--- config.mk ---
export PLATFORM = sky130hd
export DESIGN_NAME = spi_reg_responder
export DESIGN_NICKNAME = d
export VERILOG_FILES = /design/src/rtl/spi_reg_responder.sv
export SDC_FILE = /design/constraint.sdc
export NUM_CORES = 1
export LEC_CHECK = 0
export CORE_ASPECT_RATIO = 1.75
export CORE_UTILIZATION = 30
export DETAILED_ROUTE_END_ITERATION = 16
export SETUP_SLACK_MARGIN = 0.2
export SYNTH_ARGS = -nofsm -noshare
export SYNTH_HDL_FRONTEND = slang
export SYNTH_SLANG_ARGS = --single-unit
export TNS_END_PERCENT = 20
--- constraint.sdc ---
create_clock -name clk -period 5.77 [get_ports clk]
set_input_delay 0.8655 -clock clk [delete_from_list [all_inputs] [get_ports clk]]
set_output_delay 0.8655 -clock clk [all_outputs]
set_load 0.02 [all_outputs]
--- src/rtl/spi_reg_responder.sv ---
// spi_reg_responder: SPI responder serving burst reads/writes of a local 8-bit register file.
// Define SPI_FRAME_ERR_EN to add a sticky frame_err flag for frames aborted mid-byte.
module spi_reg_responder #(
   parameter int ADDR_W = 2
) (
   input  logic                       clk,
   input  logic                       rst,
   input  logic                       cs_n,
   input  logic                       mode,
   input  logic                       mosi,
   output logic                       miso,
   output logic                       byte_done,
`ifdef SPI_FRAME_ERR_EN
   output logic                       frame_err,
`endif
   input  logic                       loc_we,
   input  logic [ADDR_W-1:0]          loc_addr,
   input  logic [7:0]                 loc_wdata,
   output logic [8*(2**ADDR_W)-1:0]   regs_flat
);
   localparam int N = 2**ADDR_W;
   typedef enum logic [1:0] {IDLE, CMD, WDATA, RDATA} state_t;
   state_t            state_q, state_d;
   logic [2:0]        bit_cnt_q, bit_cnt_d;
   logic [ADDR_W-1:0] addr_q, addr_d, addr_nx;
   logic [7:0]        rx_q, rx_d, rx_in, tx_q, tx_d, ld_byte, ld_tx;
   logic              miso_q, miso_d, byte_done_q, byte_done_d, last, ld_bit;
   logic [7:0]        regs_q [N];
   logic [7:0]        regs_d [N];
`ifdef SPI_FRAME_ERR_EN
   logic              frame_err_q, frame_err_d;
   assign frame_err = frame_err_q;
`endif
   assign miso      = miso_q;
   assign byte_done = byte_done_q;
   for (genvar i = 0; i < N; i++) begin : g_flat
      assign regs_flat[8*i +: 8] = regs_q[i];
   end
   always_ff @(posedge clk or posedge rst) begin
      if (rst) begin
         state_q     <= IDLE;
         bit_cnt_q   <= '0;
         addr_q      <= '0;
         rx_q        <= '0;
         tx_q        <= '0;
         miso_q      <= 1'b0;
         byte_done_q <= 1'b0;
         regs_q      <= '{default: '0};
`ifdef SPI_FRAME_ERR_EN
         frame_err_q <= 1'b0;
`endif
      end else begin
         state_q     <= state_d;
         bit_cnt_q   <= bit_cnt_d;
         addr_q      <= addr_d;
         rx_q        <= rx_d;
         tx_q        <= tx_d;
         miso_q      <= miso_d;
         byte_done_q <= byte_done_d;
         regs_q      <= regs_d;
`ifdef SPI_FRAME_ERR_EN
         frame_err_q <= frame_err_d;
`endif
      end
   end
   // The load source is the decoded start address in CMD, else the next burst address.
   always_comb begin
      rx_in       = mode ? {mosi, rx_q[7:1]} : {rx_q[6:0], mosi};
      last        = bit_cnt_q == 3'd7;
      addr_nx     = addr_q + 1'b1;
      ld_byte     = (state_q == CMD) ? regs_q[rx_in[ADDR_W-1:0]] : regs_q[addr_nx];
      ld_bit      = mode ? ld_byte[0] : ld_byte[7];
      ld_tx       = mode ? ld_byte >> 1 : ld_byte << 1;
      state_d     = state_q;
      bit_cnt_d   = bit_cnt_q + 3'd1;
      addr_d      = addr_q;
      rx_d        = rx_in;
      tx_d        = tx_q;
      miso_d      = 1'b0;
      byte_done_d = 1'b0;
      regs_d      = regs_q;
`ifdef SPI_FRAME_ERR_EN
      frame_err_d = frame_err_q;
`endif
      if (loc_we) regs_d[loc_addr] = loc_wdata;
      if (cs_n) begin
         state_d   = IDLE;
         bit_cnt_d = '0;
         rx_d      = rx_q;
`ifdef SPI_FRAME_ERR_EN
         if (state_q != IDLE && bit_cnt_q != 3'd0) frame_err_d = 1'b1;
`endif
      end else begin
         case (state_q)
            IDLE: begin
               state_d   = CMD;
               bit_cnt_d = 3'd1;
            end
            CMD: if (last) begin
               state_d = rx_in[7] ? WDATA : RDATA;
               addr_d  = rx_in[ADDR_W-1:0];
               if (!rx_in[7]) begin
                  tx_d   = ld_tx;
                  miso_d = ld_bit;
               end
            end
            WDATA: if (last) begin
               regs_d[addr_q] = rx_in;
               addr_d         = addr_nx;
               byte_done_d    = 1'b1;
`ifdef SPI_FRAME_ERR_EN
               if (rx_in == 8'hFF && addr_q == {ADDR_W{1'b1}}) frame_err_d = 1'b0;
`endif
            end
            RDATA: begin
               miso_d = last ? ld_bit : (mode ? tx_q[0] : tx_q[7]);
               tx_d   = last ? ld_tx : (mode ? tx_q >> 1 : tx_q << 1);
               if (last) begin
                  addr_d      = addr_nx;
                  byte_done_d = 1'b1;
               end
            end
            default: state_d = IDLE;
         endcase
      end
   end
endmodule

; ---- Yosys cells after proc, flatten, opt, wreduce, memory -nomap -nowiden
; Index checks and enable logic that the tools add are counted.
[word_totals]
ramBits = 0
input_bits = 16
mem_bits_ro = 0
wordCells = 85
out_inout_bits = 34
mem_count = 0
latch_bits = 0
regBits = 57
[classes]
n_mux = 43
n_shift = 0
n_div = 0
n_mul = 0
order_cmp = 6
n_reduce_logical = 10
addsub = 2
n_eq_ne = 8
bitwise = 5
[op_table]
columns = operator, n
row1 = two-way mux 32 bit, 4
row2 = two-way mux 8 bit, 13
row3 = bitwise mux 32 bit, 2
row4 = binary-select mux 8 bit (select 2 bit), 2
row5 = demux 8 bit (select 2 bit), 2
row6 = one-hot mux 8 bit (2 select lines), 1
row7 = "greater-or-equal comparator 3 bit, second input constant", 4
row8 = inverter 2 -> 3 bit, 4
row9 = two-way mux 1 bit, 10
row10 = two-way mux 2 bit, 4
row11 = one-hot mux 2 bit (2 select lines), 2
row12 = AND reduction 4 bit, 2
row13 = "< comparator 3 x 1 -> 1 bit, second input constant", 2
row14 = two-way mux 3 bit, 2
row15 = "== test 2 bit, second input constant", 2
row16 = "!= test 2 bit, second input constant", 2
row17 = nonzero test 2 bit, 2
row18 = "adder 3 x 1 -> 3 bit, second input constant", 1
row19 = "== test 3 bit, second input constant", 1
row20 = "!= test 3 bit, second input constant", 1
row21 = nonzero test 3 bit, 1
row22 = "adder 2 x 1 -> 2 bit, second input constant", 1
row23 = "== test 2 x 1 -> 1 bit, second input constant", 1
row24 = logical AND 1 bit, 2
row25 = other kinds (6), 6

; ---- Longest topological paths before layout
[logic_depth]
word_depth = 11
ltp_mapped = 9
ltp_nobuf = 8

; ---- Least setup slack after synthesis
; No wires, ideal clock.
[synth_timing]
path_type = input to register
start = input port mode
end = register tx_q[7]
setup_time_ps = 125
stages = 8
slack_ps = 3473
path_buffers = 2
t_arrival_ps = 2173
path_cell_list = buf_6 -> mux2_2 -> buf_2 -> nand2_1 -> a21oi_2 -> nor3_1 -> a211oi_1 -> mux2_2
[synth_via]
elab_chain_len = 10
word_cells_on_any_way = 14
cone_classes = eq/ne (1) / mux (11) / bitwise (1) / reduce/logical (1)
[synth_lines]
columns = element, line
row1 = from (decl), 9  ; input logic mode,
row2 = two-way mux 8 bit, 68  ; rx_in = mode ? {mosi, rx_q[7:1]} : {rx_q[6:0], mosi};
row3 = inverter 2 -> 3 bit (not written as such), 71  ; ld_byte = (state_q == CMD) ? regs_q[rx_in[ADDR_W-1:0]] : regs_q[addr_nx];
row4 = binary-select mux 8 bit (select 2 bit), 71
row5 = two-way mux 8 bit (not written as such) (2 in series), 71
row6 = two-way mux 8 bit, 71
row7 = two-way mux 8 bit, 73  ; ld_tx = mode ? ld_byte >> 1 : ld_byte << 1;
row8 = two-way mux 8 bit, 102  ; if (!rx_in[7]) begin
row9 = two-way mux 8 bit, 99  ; CMD: if (last) begin
row10 = one-hot mux 8 bit (2 select lines), 94  ; case (state_q)
row11 = to (signal assigned), 57  ; tx_q <= tx_d;
row12 = to (decl), 26  ; logic [7:0] rx_q, rx_d, rx_in, tx_q, tx_d, ld_byte, ld_tx;
; Parallel ways exist; a longest one is shown, timed or not. The select of a mux whose other input is x is not followed.
; A chain may end at the register's enable or synchronous reset.

; ---- Worst setup path in the final report
[layout_timing]
start = input port mode
end = register tx_q[1]
; The elaborated chain is that of the path after synthesis.

==> results.py <==
metrics = {
    "floorplanning": {
        "die_h_um": 145,
        "die-area_sq_mm": 0.0121,
        "fp.dieW_um": 83.7,
        "coreArea_sq_mm": 0.0112,
        "initial_utilization": 0.312,
        "row_count": 51,
        "ios": 50,
    },
    "job": {
        "drv_cap": 0,
    },
    "timing": {
        "worst_clock_skew_ns": 0.00879,
        "hold_violations": 0,
        "finalCritPeriodShare": 0.542,
        "setup_viol": 0,
        "worstMarginPinSlew_ns": 0.986,
        "rsz0062_at_grt": "no",
        "clock.fmax_mhz": 320,
        "maxSlewViolCount": 0,
        "fin_crit_ns": 3.12,
        "tns_ns": 0,
        "relSlewSlack": 0.340,
    },
    "synth": {
        "async_flop_share": 1.00,
        "synth_edf_count": 0,
        "yosysSeqAreaShare": 0.407,
        "syn_area_sq_mm": 0.00350,
        "synth_area_leaders": "dfrtp_1, mux2i_1, a21oi_1",
        "yosys.area.top_type": "dfrtp_1",
        "yosys_register_bits": 57,
        "avgSynthCellArea_sq_um": 9.24,
        "yosysUniqueCellTypes": 35,
        "ys.flop_type": "dfrtp_1",
        "syn_inst": 379,
        "netlist.area_leader.share": 0.407,
        "syn_nets": 401,
        "yosysWarnings": 0,
    },
    "worst_setup_path": {
        "crit_path_max_fanout": 28,
        "critical_path_class": "input port to flip-flop",
        "worstSetupStartpoint": "mode",
        "endpoint_kind": "flip-flop",
        "critPathMaxStageDelay_ns": 0.84,
        "cp_data_arrival_time_ns": 3.37,
        "cpMaxStageDelayCell": "mux2i_2",
        "critPathLaunchType": "input port",
        "rr_startpoint": "addr_q[0]$_DFFE_PP0P_",
        "crit_required_ns": 6.02,
        "cp_cell_sequence": "clkdlybuf4s50_1 -> buf_4 -> mux2i_2 -> nand2_1 -> a21oi_2 -> nor3_1 -> mux2_2 -> a21oi_1",
    },
    "final_layout": {
        "final_cell_mix": "dfrtp_1, a21oi_1, mux2i_1",
        "drive_above_1_share": 0.125,
        "seqCellArea_sq_mm": 0.00143,
        "nNetsFinal": 442,
        "synthToLayoutAreaGrowth_pct": 23.9,
        "multiInputGateArea_sq_mm": 0.00196,
        "n_fill_cell": 1141,
        "stdcell_count": 556,
        "final_common_cell": "dfrtp_1",
        "diodes": 0,
    },
    "detailed_routing": {
        "drt_iter0_drc": 264,
        "first_pass_iters": 5,
        "vias": 3015,
        "ant_nets": 0,
        "drt-wirelength-per-cell_um": 18.0,
        "avgViaCountPerCell": 5.42,
        "drcViolationCount": 0,
        "wirelength_um": 10000,
    },
    "grt": {
        "antenna_found_initial": 0,
        "overflow": 0,
        "grt_max_degree": 58,
        "grt_pass1_vias": 3012,
        "grt_pass1_wl_um": 16200,
        "grtUsageTotal": 0.170,
    },
    "clock_network": {
        "cts_resized": 0,
        "cts_hold_buffers": 0,
        "htree_levels": 3,
        "worstSkewPairLatency_ns": 0.33,
        "cts_setup_buffers": 0,
        "cts-buffers-inserted": 9,
        "clk_pin_slew_worst_paths_ns": 0.05,
        "clock_path_buffers": 2,
        "cts_root_buffer": "clkbuf_16",
        "cts.sinks": 57,
        "cts_tree": "built",
    },
    "pwr": {
        "p_sw_frac": 0.347,
        "pwr-share-comb": 0.322,
        "total_power_mw": 1.51,
        "seq_power_share": 0.364,
        "p_int_mw": 0.984,
        "p_leak_nw": 1.89,
        "clockPowerShare": 0.314,
        "peakVddDrop_uv": 182,
        "p_switching_mw": 0.522,
        "p_per_area_mw_per_mm2": 347,
    },
    "place": {
        "dp_hpwl_um": 7260,
        "routabilityCongestion": 0.830,
        "placed_cells": 541,
        "io_buffers": 49,
    },
    "hold_path": {
        "hold_path_startpoint": "bit_cnt_q[0]$_DFF_PP0_",
        "hp-class": "flip-flop to flip-flop",
    },
    "run_status": {
        "status": "finished clean",
    },
}
-- synthesized netlist by cell type (2+ instances only) --
cell type and n:
a21oi_1 56, nor2_1 43, buf_2 7, ha_1 6, nand3_1 7, nor3b_1 3, nand2b_1 2, clkbuf_1 8
nand2_1 45, o22ai_1 8, mux2i_1 55, buf_6 2, and2_1 2, nor3_1 9, dfrtp_1 57, mux2_2 23
nand3b_1 3, a211oi_1 2, a21oi_2 9, inv_1 6, nor2b_1 3, o21ai_0 7, buf_1 4
-- final cells by class --
cell class | count | area share
Multi-Input combinational cell | 295 | 0.451
Sequential cell | 57 | 0.329
Timing Repair Buffer | 51 | 0.116
Clock buffer | 12 | 0.0568
Tap cell | 132 | 0.0381
Inverter | 6 | 0.00519
Clock inverter | 3 | 0.00404
-- worst paths after layout --
check / cells past startpoint / to / slack [ns]
min in group asynchronous: 3 / rx_q[7]$_DFFE_PP0N_ / 1.07
max in group asynchronous: 3 / tx_q[6]$_DFFE_PP0P_ / 4.18
worst min register to register: 1 / bit_cnt_q[0]$_DFF_PP0_ / 0.48
worst max register to register: 7 / tx_q[7]$_DFFE_PP0P_ / 2.98
worst min-delay path: 1 / bit_cnt_q[0]$_DFF_PP0_ / 0.48
worst max-delay path: 8 / tx_q[1]$_DFFE_PP0P_ / 2.65
-- state kept, by name, indices dropped and copies added (netlist names) --
name,flops
regs_flat,32
rx_q,8
tx_q,8
bit_cnt_q,3
addr_q,2
state_q,2
byte_done,1
miso,1
-- routing by layer --
metal	wire length, um	part of all wire	global-route usage	up-vias
met5	0	0	0	-
met4	615	0.061	0.125	0
met3	372	0.037	0.0273	31
met2	5190	0.52	0.288	93
met1	3840	0.38	0.190	1462
li1	-	-	-	1429
-- kinds of logic after synthesis --
family	share of synthesized area
compound gates	0.150
fa+ha+maj	0.0214
buf+inv	0.0357
flops	0.407
mux	0.239
simple gates	0.146
-- through the flow --
step	setup WS, ns	instance area, sq um	hold WS (ns)	util
final	2.65	4340	0.477	0.386
after global routing	2.50	4340	0.501	0.386
after CTS	2.62	4340	0.496	0.386
after detailed placement	2.29	4080	0.489	0.363
after global placement	2.32	4080	0.448	0.363
after floorplan	3.47	3500	0.426	-
-- power groups by stage --
stage / Sequential (mW) / Combinational, mW / Clock, mW
4_1_cts: 0.549 / 0.487 / 0.483
3_3_place_gp: 0.554 / 0.475 / 0
5_1_grt: 0.559 / 0.522 / 0.496
2_1_floorplan: 0.581 / 0.262 / 0
3_5_place_dp: 0.555 / 0.484 / 0
6_report: 0.549 / 0.485 / 0.472
-- critical path: cells and delay by family --
family / cells / cell delay, ns
AO/OA/AOI/OAI: 2 / 0.29
AND/OR/NAND/NOR: 2 / 0.27
multiplexers: 2 / 1.15
buffers and inverters: 2 / 0.79
No activity file was read; power rests on OpenSTA's default activity.
==> edit 1 (same flow settings) <==
Encoding of `state_t`: now one-hot (4 bits for 4 states).
--- a/src/rtl/spi_reg_responder.sv
+++ b/src/rtl/spi_reg_responder.sv
@@ -21,3 +21,3 @@
    localparam int N = 2**ADDR_W;
-   typedef enum logic [1:0] {IDLE, CMD, WDATA, RDATA} state_t;
+   typedef enum logic [3:0] {IDLE = 4'b0001, CMD = 4'b0010, WDATA = 4'b0100, RDATA = 4'b1000} state_t;
    state_t            state_q, state_d;
Formal check against the unedited RTL: same outputs for any inputs over 10 cycles, from zero or initial values and one cycle with rst high; not proved beyond that.
==> edit 1 against the unedited design <==
  * Total power increased by 9.8%
  * Die area increased by 5.9%
  * Final cell count is 1.8% higher
  * Sequential cell count rose by 2
  * Wire length rose by 6.1%
  * First-iteration DRC count decreased by 58%
  * Synthesized area grew 6.0%
  * Worst setup slack worse by 590 ps
  * Final area rose by 7.4%
  * Synthesized cell count down 6.1%
  * Sequential power up 3%
  * Largest power group is now clock
==> edit 1: results (changes against the unedited design) <==
* Fillcell total at 1245 (+9.1%)
* Max VDD drop at 0.222 mV (+22%)
* WL met2 at 5.89 mm (+14%)
* Fmax at 269 MHz (-16%)
* Crit path DAT at 3940 ps (+570 ps)
* CP max FO at 18 (-36%)
* Synthesized area per cell at 10.4 µm² (+13%)
* Final GP Congestion at 0.847 (+2.1%)
* Yosys cell types at 46 (+31%)
* Synth cell count leaders: dfrtp_1, nand2_1, mux2i_1
* Most area-consuming cells after synthesis: dfrtp_1, mux4_2, mux2_2
* Clock Skew at 7.16 ps (-1.63 ps)
* Syn Nets at 378 (-5.7%)
* First-pass GRT wire length at 16.6 mm (+2.5%)
* 1st-iter DRT viols at 111 (-58%)
* Rel. slew slack at 0.316 (-0.0236)
* Final std cells w/o fill at 566 (+1.8%)
* Wire length on met1 at 3.92 mm (+2.2%)
* R2r setup slk at 2650 ps (-330 ps)
* Register-to-Register Path Depth at 6 (-1)
* Total GRT Usage at 0.174 (+0.00402)
* Leak pwr at 2.01 nW (+6.2%)
* CP peak stage delay at 950 ps (+110 ps)
* Power density cells at 355 nW/µm² (+2.3%)
* Placed cell count at 550 (+1.7%)
* DP HPWL at 7.47 mm (+2.8%)
* CP endpoint: tx_q[6]
* Largest net degree at the start of global routing at 60 (+3.4%)
* DR vias/cell at 5.25 (-3.2%)
* Met3 wire length at 348 µm (-6.5%)
* Sequential fraction of the synthesis area at 0.398 (-0.00937)
* Vias in the first global route at 3021 (+0.30%)
* Layout Nets at 418 (-5.4%)
* Status: completed
* Share of layout cells above drive strength 1 at 0.185 (+0.0595)
* Dpl ws at 1750 ps (-540 ps)
* Drt wl/cell at 18.8 µm (+4.2%)
* CTS max path bufs at 2 (unchanged)
* CP max stage cell: clkdlybuf4s50_1
[edit 1: cell count changes after synthesis, moves of 9 or more]
cell     delta
a21oi_1    -36
a21oi_2     -9
inv_1      +12
mux2i_1    -23
mux4_2     +16
nor2_1     -21
o21ai_0    +20
[edit 1: final cells by class]
cell class,instances,area share
sequential,59,0.317
tap,165,0.0443
timing repair buffer,52,0.110
clock buffer,10,0.0513
inverter,18,0.0145
multi-input combinational,256,0.444
clock inverter,6,0.0191
[edit 1: worst max-delay path, delay by kind of cell]
family	cells	cell delay (ps)
AO/OA/AOI/OAI	3	720
buffers and inverters	2	1190
multiplexers	1	360
AND/OR/NAND/NOR	1	800
[edit 1: layer usage]
metal / up-vias / track usage
met5: - / 0
met2: 71 / 0.321
met4: 0 / 0.101
li1: 1377 / -
met3: 27 / 0.0304
met1: 1495 / 0.181
[edit 1: power by group]
part | total [mW] | switching, mW | internal [mW]
registers | 0.567 | 0.0795 | 0.487
logic | 0.499 | 0.252 | 0.248
clock network | 0.588 | 0.199 | 0.389
total | 1.65 | 0.530 | 1.12
[edit 1: cells by family after synthesis]
family          Yosys count  share of synthesized area
compound gates           80                      0.139
fa+ha+maj                 6                     0.0202
xor+xnor                  1                    0.00236
flops                    59                      0.398
buf+inv                  41                     0.0455
simple gates             90                      0.117
mux                      79                      0.278
[edit 1: worst min-delay path by stage]
| stage | endpoint | slack, ps | cells past startpoint |
|---|---|---|---|
| floorplan | bit_cnt_q[0] | 430 | 1 |
| global placement | bit_cnt_q[0] | 440 | 1 |
| detailed placement | bit_cnt_q[0] | 450 | 1 |
| CTS | bit_cnt_q[0] | 460 | 1 |
| global route | bit_cnt_q[0] | 480 | 1 |
| finish | bit_cnt_q[0] | 460 | 1 |
==> edit 2 (same settings) <==
Made on the original files. `ADDR_W`: 2 -> 1.
--- a/src/rtl/spi_reg_responder.sv
+++ b/src/rtl/spi_reg_responder.sv
@@ -3,3 +3,3 @@
 module spi_reg_responder #(
-   parameter int ADDR_W = 2
+   parameter int ADDR_W = 1
 ) (
Ports: changed (resized loc_addr and regs_flat); port bits go from 50 to 33. No check against the original RTL was run, so the function may have changed too.
==> edit 2 against the unedited design <==
  * Combinational power is 51% lower
  * Wire length down 43%
  * Synthesized area shrank 33%
  * Worst setup slack gained 420 ps
  * Critical endpoint unchanged
  * Hold slack lost 16 ps
  * Sequential cell count decreased by 17
  * Utilization decreased by 0.59 points
  * Highest routed layer unchanged
  * Critical path type unchanged
  * Final area fell by 34%
  * Total power down 40%
==> edit 2: results (changes against the unedited design) <==
* Dpl ws at 2760 ps (+468 ps)
* First-pass GRT wire length at 9.48 mm (-41%)
* Max VDD drop at 0.149 mV (-18%)
* DR vias/cell at 5.18 (-4.5%)
* CP peak stage delay at 630 ps (-210 ps)
* Top_reg_cell synth: dfrtp_1
* Setup Buffers After CTS at 0 (unchanged)
* Synth cell count leaders: dfrtp_1, mux2i_1, a21oi_1
* Worst Tran Pin Value at 1020 ps (+37.9 ps)
* Crit path DAT at 2880 ps (-490 ps)
* Clock Skew at 3.75 ps (-5.05 ps)
* Root Buffer: clkbuf_16
* Fillcell total at 779 (-32%)
* Clock power frac at 0.321 (+0.007)
* Diode count at 0 (unchanged)
* Cell Area, Placed at 2730 µm² (-33%)
* Clock edge transition at the registers on the reported setup and hold paths at roughly 60 ps
* CP max FO at 25 (-11%)
* PortBufs at 32 (-35%)
* Clk_lat worst skew at 280 ps (-50 ps)
* CP max stage cell: clkdlybuf4s50_1
* Total GRT Usage at 0.158 (-0.0119)
* Sequential fraction of the synthesis area at 0.427 (+0.0200)
* Async set-reset flop share out of synthesis at 1.00 (unchanged)
* Antenna violations before repair at 0 (unchanged)
* Ys Warns at 0 (unchanged)
* Largest net degree at the start of global routing at 41 (-29%)
* Drc violations at 0 (unchanged)
* Drt first pass iters at 4 (-1)
* Synthesized area per cell at 10.5 µm² (+14%)
* DRT antenna net count at 0 (unchanged)
* Most area-consuming cells after synthesis: dfrtp_1, mux2i_1, mux2_2
* Placed cell count at 332 (-39%)
* Vias in the first global route at 1780 (-41%)
* 1st-iter DRT viols at 89 (-66%)
* DP HPWL at 4.17 mm (-43%)
* Num CTS Buffers at 5 (-4)
* Logic gate share of total power at 0.263 (-0.059)
* Max FFs per register at 16 (-50%)
* Layout Nets at 268 (-39%)
* Sw Share at 0.318 (-0.0284)
* Share of layout cells above drive strength 1 at 0.135 (+0.00992)
* Syn Nets at 240 (-40%)
* Final setup violation count at 0 (unchanged)
* Post_cts resized at 0 (unchanged)
* Final GP Congestion at 0.896 (+8.1%)
* Leak pwr at 1.26 nW (-33%)
* HP Class: reg2reg
* Yosys cell types at 41 (+17%)
* H-tree depth at 2 (-1)
* Status: completed
* Final std cells w/o fill at 340 (-39%)
* CTS max path bufs at 2 (unchanged)
* Crit-path leading delay family: buffers and inverters
* Drt wl/cell at 16.8 µm (-6.5%)
-- edit 2: routing by layer --
| metal | routed length [µm] | share of wire | track usage | vias up |
|---|---|---|---|---|
| li1 | - | - | - | 866 |
| met1 | 2310 | 0.40 | 0.185 | 850 |
| met2 | 3150 | 0.55 | 0.274 | 37 |
| met5 | 0 | 0 | 0 | - |
| met4 | 108 | 0.019 | 0.0663 | 0 |
| met3 | 146 | 0.026 | 0.0259 | 7 |
-- edit 2: metrics by stage --
step	util	total power [mW]
4_1_cts	0.381	0.907
6_report	0.381	0.898
2_1_floorplan	-	0.520
5_1_grt	0.381	0.943
3_5_place_dp	0.360	0.617
3_3_place_gp	0.360	0.614
-- edit 2: cell families (layout without fill, tap and decap cells) --
family	Yosys count	after routing	synth area share
AND/OR/NAND/NOR	59	59	0.133
AO/OA/AOI/OAI	54	54	0.149
multiplexers	45	45	0.235
flip-flops	40	40	0.427
buffers and inverters	23	52	0.0443
adder cells (fa/ha/maj)	2	2	0.0107
-- edit 2: worst paths after layout --
check                        startpoint           end  slack, ps  depth (start not counted)
setup / recovery                   mode       tx_q[1]       3060                          6
hold / removal             bit_cnt_q[0]  bit_cnt_q[0]        460                          1
setup reg to reg             state_q[0]          miso       3540                          5
hold reg to reg            bit_cnt_q[0]  bit_cnt_q[0]        460                          1
max in group asynchronous           rst     byte_done       4380                          3
min in group asynchronous           rst  bit_cnt_q[0]       1010                          3
-- edit 2: cell type report --
type / count / share of cell area
timing repair buffer: 35 / 0.119
inverter: 9 / 0.0117
tap: 88 / 0.0382
sequential: 40 / 0.348
clock inverter: 2 / 0.00521
clock buffer: 6 / 0.0482
multi-input combinational: 160 / 0.430
